File: config.mk
export PLATFORM = sky130hd
export DESIGN_NAME = fetch_stage
export DESIGN_NICKNAME = d
export VERILOG_FILES = /design/src/rtl/fetch_stage.sv
export SDC_FILE = /design/constraint.sdc
export NUM_CORES = 1
export LEC_CHECK = 0
export CAP_MARGIN = 20
export CORE_ASPECT_RATIO = 0.75
export CORE_MARGIN = 3
export CORE_UTILIZATION = 42
export CTS_CLUSTER_SIZE = 20
export DETAILED_ROUTE_END_ITERATION = 12
export PLACE_DENSITY = 0.77
export SLEW_MARGIN = 15
export SYNTH_ARGS = -nofsm -noshare
export SYNTH_HDL_FRONTEND = slang
export SYNTH_SLANG_ARGS = --single-unit
export TNS_END_PERCENT = 1
File: constraint.sdc
create_clock -name clk -period 4.2 [get_ports clk]
set_clock_uncertainty 0.1 [all_clocks]
set_input_delay 0.63 -clock clk [delete_from_list [all_inputs] [get_ports clk]]
set_output_delay 0.63 -clock clk [all_outputs]
set_load 0.01 [all_outputs]
File: src/rtl/fetch_stage.sv
// ---------------------------------------------------------------------------
// fetch_stage
//
// Instruction fetch stage for the RV32I core. This block:
//   - owns the program counter;
//   - drives the combinational instruction ROM address;
//   - captures the returned word into the IF/ID pipeline register.
// Stall, flush and taken-branch/jump redirect come from downstream stages.
// A run of ZERO_LIMIT consecutive all-zero words (unprogrammed ROM) parks
// fetch in HALT until the next redirect.
//
// Parameters:
//   RESET_PC    PC value loaded on reset
//   ZERO_LIMIT  consecutive accepted zero words that trigger HALT (1..15)
//
// Ports:
//   clk          system clock, rising edge
//   rst          asynchronous, active-high reset
//   stall        hold PC and IF/ID
//   flush        squash the word being captured into IF/ID
//   redirect     taken branch/jump: load PC from redirect_pc
//   redirect_pc  redirect target, bits [1:0] ignored
//   imem_addr    ROM address (combinational copy of PC)
//   imem_data    ROM read data, valid in the same cycle as imem_addr
//   ifid_pc      PC of the captured instruction
//   ifid_pc4     ifid_pc + 4, mod 2^32
//   ifid_instr   captured instruction, NOP (addi x0,x0,0) when bubble
//   ifid_valid   IF/ID holds a real instruction
//   halted       fetch is in HALT
// ---------------------------------------------------------------------------
module fetch_stage #(
   parameter logic [31:0] RESET_PC   = 32'h0000_0000,
   parameter int unsigned ZERO_LIMIT = 4
) (
   input  logic        clk,
   input  logic        rst,
   input  logic        stall,
   input  logic        flush,
   input  logic        redirect,
   input  logic [31:0] redirect_pc,
   output logic [31:0] imem_addr,
   input  logic [31:0] imem_data,
   output logic [31:0] ifid_pc,
   output logic [31:0] ifid_pc4,
   output logic [31:0] ifid_instr,
   output logic        ifid_valid,
   output logic        halted
);

   localparam logic [31:0] NOP   = 32'h0000_0013;
   localparam logic [3:0]  ZLAST = 4'(ZERO_LIMIT - 1);

   typedef enum logic {RUN, HALT} state_t;
   typedef enum logic [1:0] {IF_HOLD, IF_BUBBLE, IF_LOAD} ifop_t;

   state_t      state, state_nx;
   ifop_t       ifop;
   logic [31:0] pc_p0, pc_nx, pc_plus4;
   logic [3:0]  zcnt, zcnt_nx;
   logic        word_zero;

   // An all-zero word is not a legal instruction; it is delivered as a NOP
   function automatic logic [31:0] fetch_word(input logic [31:0] w);
      return (w == 32'h0) ? NOP : w;
   endfunction

   assign pc_plus4  = pc_p0 + 32'd4;
   assign word_zero = (imem_data == 32'h0);
   assign imem_addr = pc_p0;
   assign halted    = (state == HALT);

   always_comb begin
      state_nx = state;
      pc_nx    = pc_p0;
      zcnt_nx  = zcnt;
      ifop     = IF_HOLD;
      if (redirect) begin
         // Masking keeps pc word-aligned; redirect wins from RUN and HALT
         pc_nx    = redirect_pc & ~32'h3;
         ifop     = IF_BUBBLE;
         zcnt_nx  = 4'd0;
         state_nx = RUN;
      end else if (state == RUN) begin
         if (stall) begin
            if (flush) ifop = IF_BUBBLE;
         end else if (flush) begin
            pc_nx = pc_plus4;
            ifop  = IF_BUBBLE;
         end else if (word_zero && (zcnt == ZLAST)) begin
            // Last zero of the run: park on this pc with an empty IF/ID
            state_nx = HALT;
            ifop     = IF_BUBBLE;
            zcnt_nx  = 4'd0;
         end else begin
            pc_nx   = pc_plus4;
            ifop    = IF_LOAD;
            zcnt_nx = word_zero ? (zcnt + 4'd1) : 4'd0;
         end
      end
   end

   // Stage 0: program counter, zero-run counter and fetch state
   always_ff @(posedge clk or posedge rst) begin
      if (rst) begin
         pc_p0 <= RESET_PC;
         zcnt  <= 4'd0;
         state <= RUN;
      end else begin
         pc_p0 <= pc_nx;
         zcnt  <= zcnt_nx;
         state <= state_nx;
      end
   end

   // Stage 1: IF/ID pipeline register
   always_ff @(posedge clk or posedge rst) begin
      if (rst) begin
         ifid_pc    <= 32'h0;
         ifid_pc4   <= 32'h0;
         ifid_instr <= NOP;
         ifid_valid <= 1'b0;
      end else begin
         case (ifop)
            IF_BUBBLE: begin
               ifid_pc    <= 32'h0;
               ifid_pc4   <= 32'h0;
               ifid_instr <= NOP;
               ifid_valid <= 1'b0;
            end
            IF_LOAD: begin
               ifid_pc    <= pc_p0;
               ifid_pc4   <= pc_plus4;
               ifid_instr <= fetch_word(imem_data);
               ifid_valid <= ~word_zero;
            end
            default: ;
         endcase
      end
   end

endmodule
-- Word level (Yosys, flattened, before mapping)
Index checks and enable logic that the tools add are counted.
- add/subtract/negate cells: 2
- equality and inequality tests: 7
- bitwise logic cells: 1
- reduce and logical (&&, ||, !) cells: 5
- multiplexer cells: 27
- operators by type and width (cell ; count):
    2-to-1 mux 32 bit ; 6
    case mux 32 bit (2 select lines) ; 3
    adder 32 x 3 -> 32 bit, second input constant ; 1
    zero test 32 bit ; 1
    2-to-1 mux 4 bit ; 6
    2-to-1 mux 2 bit ; 5
    2-to-1 mux 1 bit ; 6
    AND reduction 3 bit ; 2
    adder 4 x 1 -> 4 bit, second input constant ; 1
    equality test 4 x 2 -> 1 bit, second input constant ; 1
    != test 2 x 1 -> 1 bit, second input constant ; 2
    != test 3 bit, second input constant ; 1
    equality test 2 x 1 -> 1 bit, second input constant ; 1
    equality test 2 bit, second input constant ; 1
    != test 2 bit, second input constant ; 1
    case mux 1 bit (2 select lines) ; 1
    nonzero test 2 bit ; 1
    logical AND 1 bit ; 1
    NOT 1 bit ; 1
- flip-flop bits (word level): 134
- output and inout port bits: 130

-- Logic depth before layout (Yosys ltp)
- depth after elaboration: 9
- mapped depth: 12

-- Least setup slack after synthesis
OpenSTA, ideal clock, no wires.
- path kind: input port to flip-flop
- from: in redirect
- to: reg ifid_instr[12]
- data arrival time: 3100 ps
- path buffers: 6
- cell stages on the path: 11
- setup slack: 933 ps
- setup time: 66 ps
- cell sequence: clkbuf_1 -> clkbuf_1 -> clkbuf_1 -> a221oi_1 -> ha_1 -> nand2b_1 -> clkbuf_1 -> nor2_1 -> clkbuf_1 -> clkbuf_1 -> a22o_1
- longest elaborated chain between the ends: 3
- ends and longest elaborated chain (what ; line ; text):
    from (decl) ; 39 ; input logic redirect,
    2-to-1 mux 2 bit * ; 77 ; if (redirect) begin
    equality test 2 bit / equality test 2 x 1 -> 1 bit (equally long branches) ; 123 ; case (ifop)
    case mux 32 bit (2 select lines) / nonzero test 2 bit (equally long branches) ; -- ;
    to (signal assigned) ; 133 ; ifid_instr <= fetch_word(imem_data);
    to (decl) ; 45 ; output logic [31:0] ifid_instr,
Mark *: on every way between the ends. The rest lies on a longest branch, timed or not.
A chain may end at the register's enable or synchronous reset.

-- Final worst setup path
- from: in imem_data[24]
- to: reg ifid_instr[12]
- longest elaborated chain between the ends: 9
- ends and longest elaborated chain (what ; line ; text):
    from (decl) ; 42 ; input logic [31:0] imem_data,
    zero test 32 bit * ; 64, 68 ;
    logical AND 1 bit ; 89 ; end else if (word_zero && (zcnt == ZLAST)) begin
    2-to-1 mux 2 bit ; 89 ;
    2-to-1 mux 2 bit ; 86 ; end else if (flush) begin
    2-to-1 mux 2 bit ; 84 ; if (stall) begin
    2-to-1 mux 2 bit ; 83 ; end else if (state == RUN) begin
    2-to-1 mux 2 bit ; 77 ;
    equality test 2 bit / equality test 2 x 1 -> 1 bit (equally long branches) ; 123 ;
    case mux 32 bit (2 select lines) / nonzero test 2 bit (equally long branches) ; -- ;
Marked as above.

==> run metrics <==
DR WL/cell 19.8 um; Static Leak 3.62 nW; number of vias per cell after detailed routing 5.75; #FFs+latches synth 128; largest net degree at the start of global routing 113; WP data arrival 3730 ps; Post-synth EDFFs 0; max-cap violations 0; post-synthesis sequential area ratio 51.6%; Initial Util 44.2%; count of pins over their slew limit 0; initial drt markers 418; top cells by count, synth sky130_fd_sc_hd__dfrtp_1 (125), sky130_fd_sc_hd__nand2_1 (66), sky130_fd_sc_hd__a22o_1 (51), sky130_fd_sc_hd__clkbuf_1 (44), sky130_fd_sc_hd__a21oi_1 (33); area share of the largest cell type after synthesis 50.3%; post-route clock period utilization 83.9%; site row count 37; layout cell share with drive strength beyond 1 9.00%; final count of hold timing violations 0; transition time at the pin with the least slew margin 892 ps; first-pass GRT wire length 31100 um; crit path capture type flip-flop; Period minus WS final 3520 ps; overall die area 0.0163 mm^2; number of iterations in the first detailed-routing pass 5; Critical Path RT 4400 ps; Routed WL 19700 um; H-Tree Level Count 4; mean instance size in the synthesized netlist 10.0 um^2; vias in the first global route 5682; ports placed on the boundary 199; CTS tree yes; vias 5722; class of the most critical hold timing path flip-flop to flip-flop; placer congestion estimate 0.838; remaining global-route overflow 0; Max IR drop VDD 310 uV; total of cells resized after clock tree synthesis 0; gate count of the mapped netlist 621; fraction of synthesis flops using an asynchronous set or reset pin 100%; drc violations 0; library cell occupying the most area in the post-synthesis netlist sky130_fd_sc_hd__dfrtp_1; tightest slew margin relative to the limit 40.3%; number of routed nets with antenna violations 0; # diodes 0; Synth Cell Area 0.00621 mm^2; clock-pin slew on the worst setup and hold paths 60 ps; number of failing setup endpoints in the final timing report 0; maximum root-to-sink buffer count 2; top cells by area in the synthesized netlist sky130_fd_sc_hd__dfrtp_1 (50%), sky130_fd_sc_hd__a22o_1 (7.2%), sky130_fd_sc_hd__nand2_1 (4.0%); maximum net fanout on the critical path 29; Skew-Pair Late Insertion Delay 420 ps; synth warn 0; standard cell core area 0.0141 mm^2; total clock buffers created by CTS 17; PortBufs 190; worst setup slack after layout 676 ps; post-layout net count 859; root buf cell sky130_fd_sc_hd__clkbuf_16; worst setup timing slack at the placement stage 307 ps; placed wire-length estimate after detailed placement 13700 um; count of hold buffers inserted by post-cts repair 0; vertical extent of the die 111 um; setup repair bufs after CTS 0; total negative slack for setup checks 0 ps; synthesis-to-layout area growth 42.7%; unrepaired setup endpoints after global routing no; dominant synthesized flop cell sky130_fd_sc_hd__dfrtp_1; power per cell area 375 mW/mm^2; TritonCTS Sinks 128; count leader, synth sky130_fd_sc_hd__dfrtp_1; number of antenna violations at the first check in global routing 0; nature of the critical path startpoint input port; Yosys cell types 61; fmax 284 MHz; outcome finished clean; critical path class input port to flip-flop; global-route total usage across every layer 23.7%; Chip Width 146 um
[layout make-up]
class                   instances  area [um^2]
fillers                      1130         5210
flip-flops and latches        128         3210
multi-input cells             422         2710
repair buffers                206         2040
clock buffers                  18          429
well taps                     195          244
clock inverters                14          180
inverters                      12         50.0
[kinds of logic (layout without fill, tap and decap cells)]
kind of cell,Yosys count,in the layout,share of synthesized area (%)
AO/OA/AOI/OAI,194,194,21.6
AND/OR/NAND/NOR,190,190,16.7
flip-flops,128,128,51.6
buffers and inverters,76,250,5.30
XOR/XNOR,28,28,3.95
adder cells (fa/ha/maj),3,3,0.604
other,1,6,0.0604
multiplexers,1,1,0.181
[per-stage QoR]
| stage | instances | util (%) | power [mW] | hold WS (ps) | instance area (um^2) |
|---|---|---|---|---|---|
| 3_3_place_gp | 962 | 58.5 | 1.80 | 348 | 8230 |
| 2_1_floorplan | 626 | - | 1.59 | 366 | 6230 |
| 3_5_place_dp | 962 | 58.5 | 1.81 | 357 | 8230 |
| 6_report | 995 | 63.0 | 3.33 | 363 | 8870 |
| 5_1_grt | 995 | 63.0 | 3.44 | 374 | 8870 |
| 4_1_cts | 994 | 62.8 | 3.34 | 364 | 8840 |
[flip-flops by register name (all words and copies together), names as in the netlist]
signal / cells
halted: 1
ifid_instr: 32
ifid_pc: 30
zcnt: 4
imem_addr: 30
ifid_pc4: 30
ifid_valid: 1
[power breakdown]
group | internal (mW) | total (mW) | switching, mW
Sequential | 1.28 | 1.36 | 0.0840
Combinational | 0.215 | 0.432 | 0.217
Clock | 0.943 | 1.54 | 0.594
Total | 2.43 | 3.33 | 0.895
[critical path, stage by stage]
cell	delay, ps
sky130_fd_sc_hd__clkdlybuf4s50_1	440
sky130_fd_sc_hd__nor4_1	660
sky130_fd_sc_hd__and4_1	360
sky130_fd_sc_hd__nand2_1	130
sky130_fd_sc_hd__nor2_1	170
sky130_fd_sc_hd__a221oi_1	130
sky130_fd_sc_hd__ha_4	460
sky130_fd_sc_hd__nand2b_1	210
sky130_fd_sc_hd__nor2_1	50
sky130_fd_sc_hd__buf_4	240
sky130_fd_sc_hd__a22o_1	240
[routing by layer]
metal / part of all wire (%) / GRT usage, % / vias up / wire (um)
met5: 0 / 0 / - / 0
met4: 1.5 / 6.33 / 0 / 289
met3: 6.9 / 5.78 / 25 / 1360
met2: 48 / 37.3 / 232 / 9390
met1: 44 / 33.0 / 2843 / 8660
li1: - / - / 2622 / -
[placed cells by master (no fill, tap or decap), drive strengths merged, types with 18 or more instances in the layout]
master / instances
a21oi: 33
a22o: 51
clkbuf: 18
clkdlybuf4s50: 190
dfrtp: 125
nand2: 66
nand4: 18
nor2: 28
nor4: 20
o21ai: 43
o22ai: 19
xnor2: 20
[path summary, 6_finish.rpt]
kind,start,end,slack (ps),cells after the start
hold reg to reg,ifid_instr[1],ifid_instr[1],360,2
setup reg to reg,zcnt[0],ifid_instr[12],1380,9
min in group asynchronous,rst,ifid_pc[26],520,2
setup / recovery,imem_data[24],ifid_instr[12],680,11
hold / removal,ifid_instr[1],ifid_instr[1],360,2
max in group asynchronous,rst,ifid_instr[1],2790,3
Note: power is estimated with default switching activity, not from simulation.
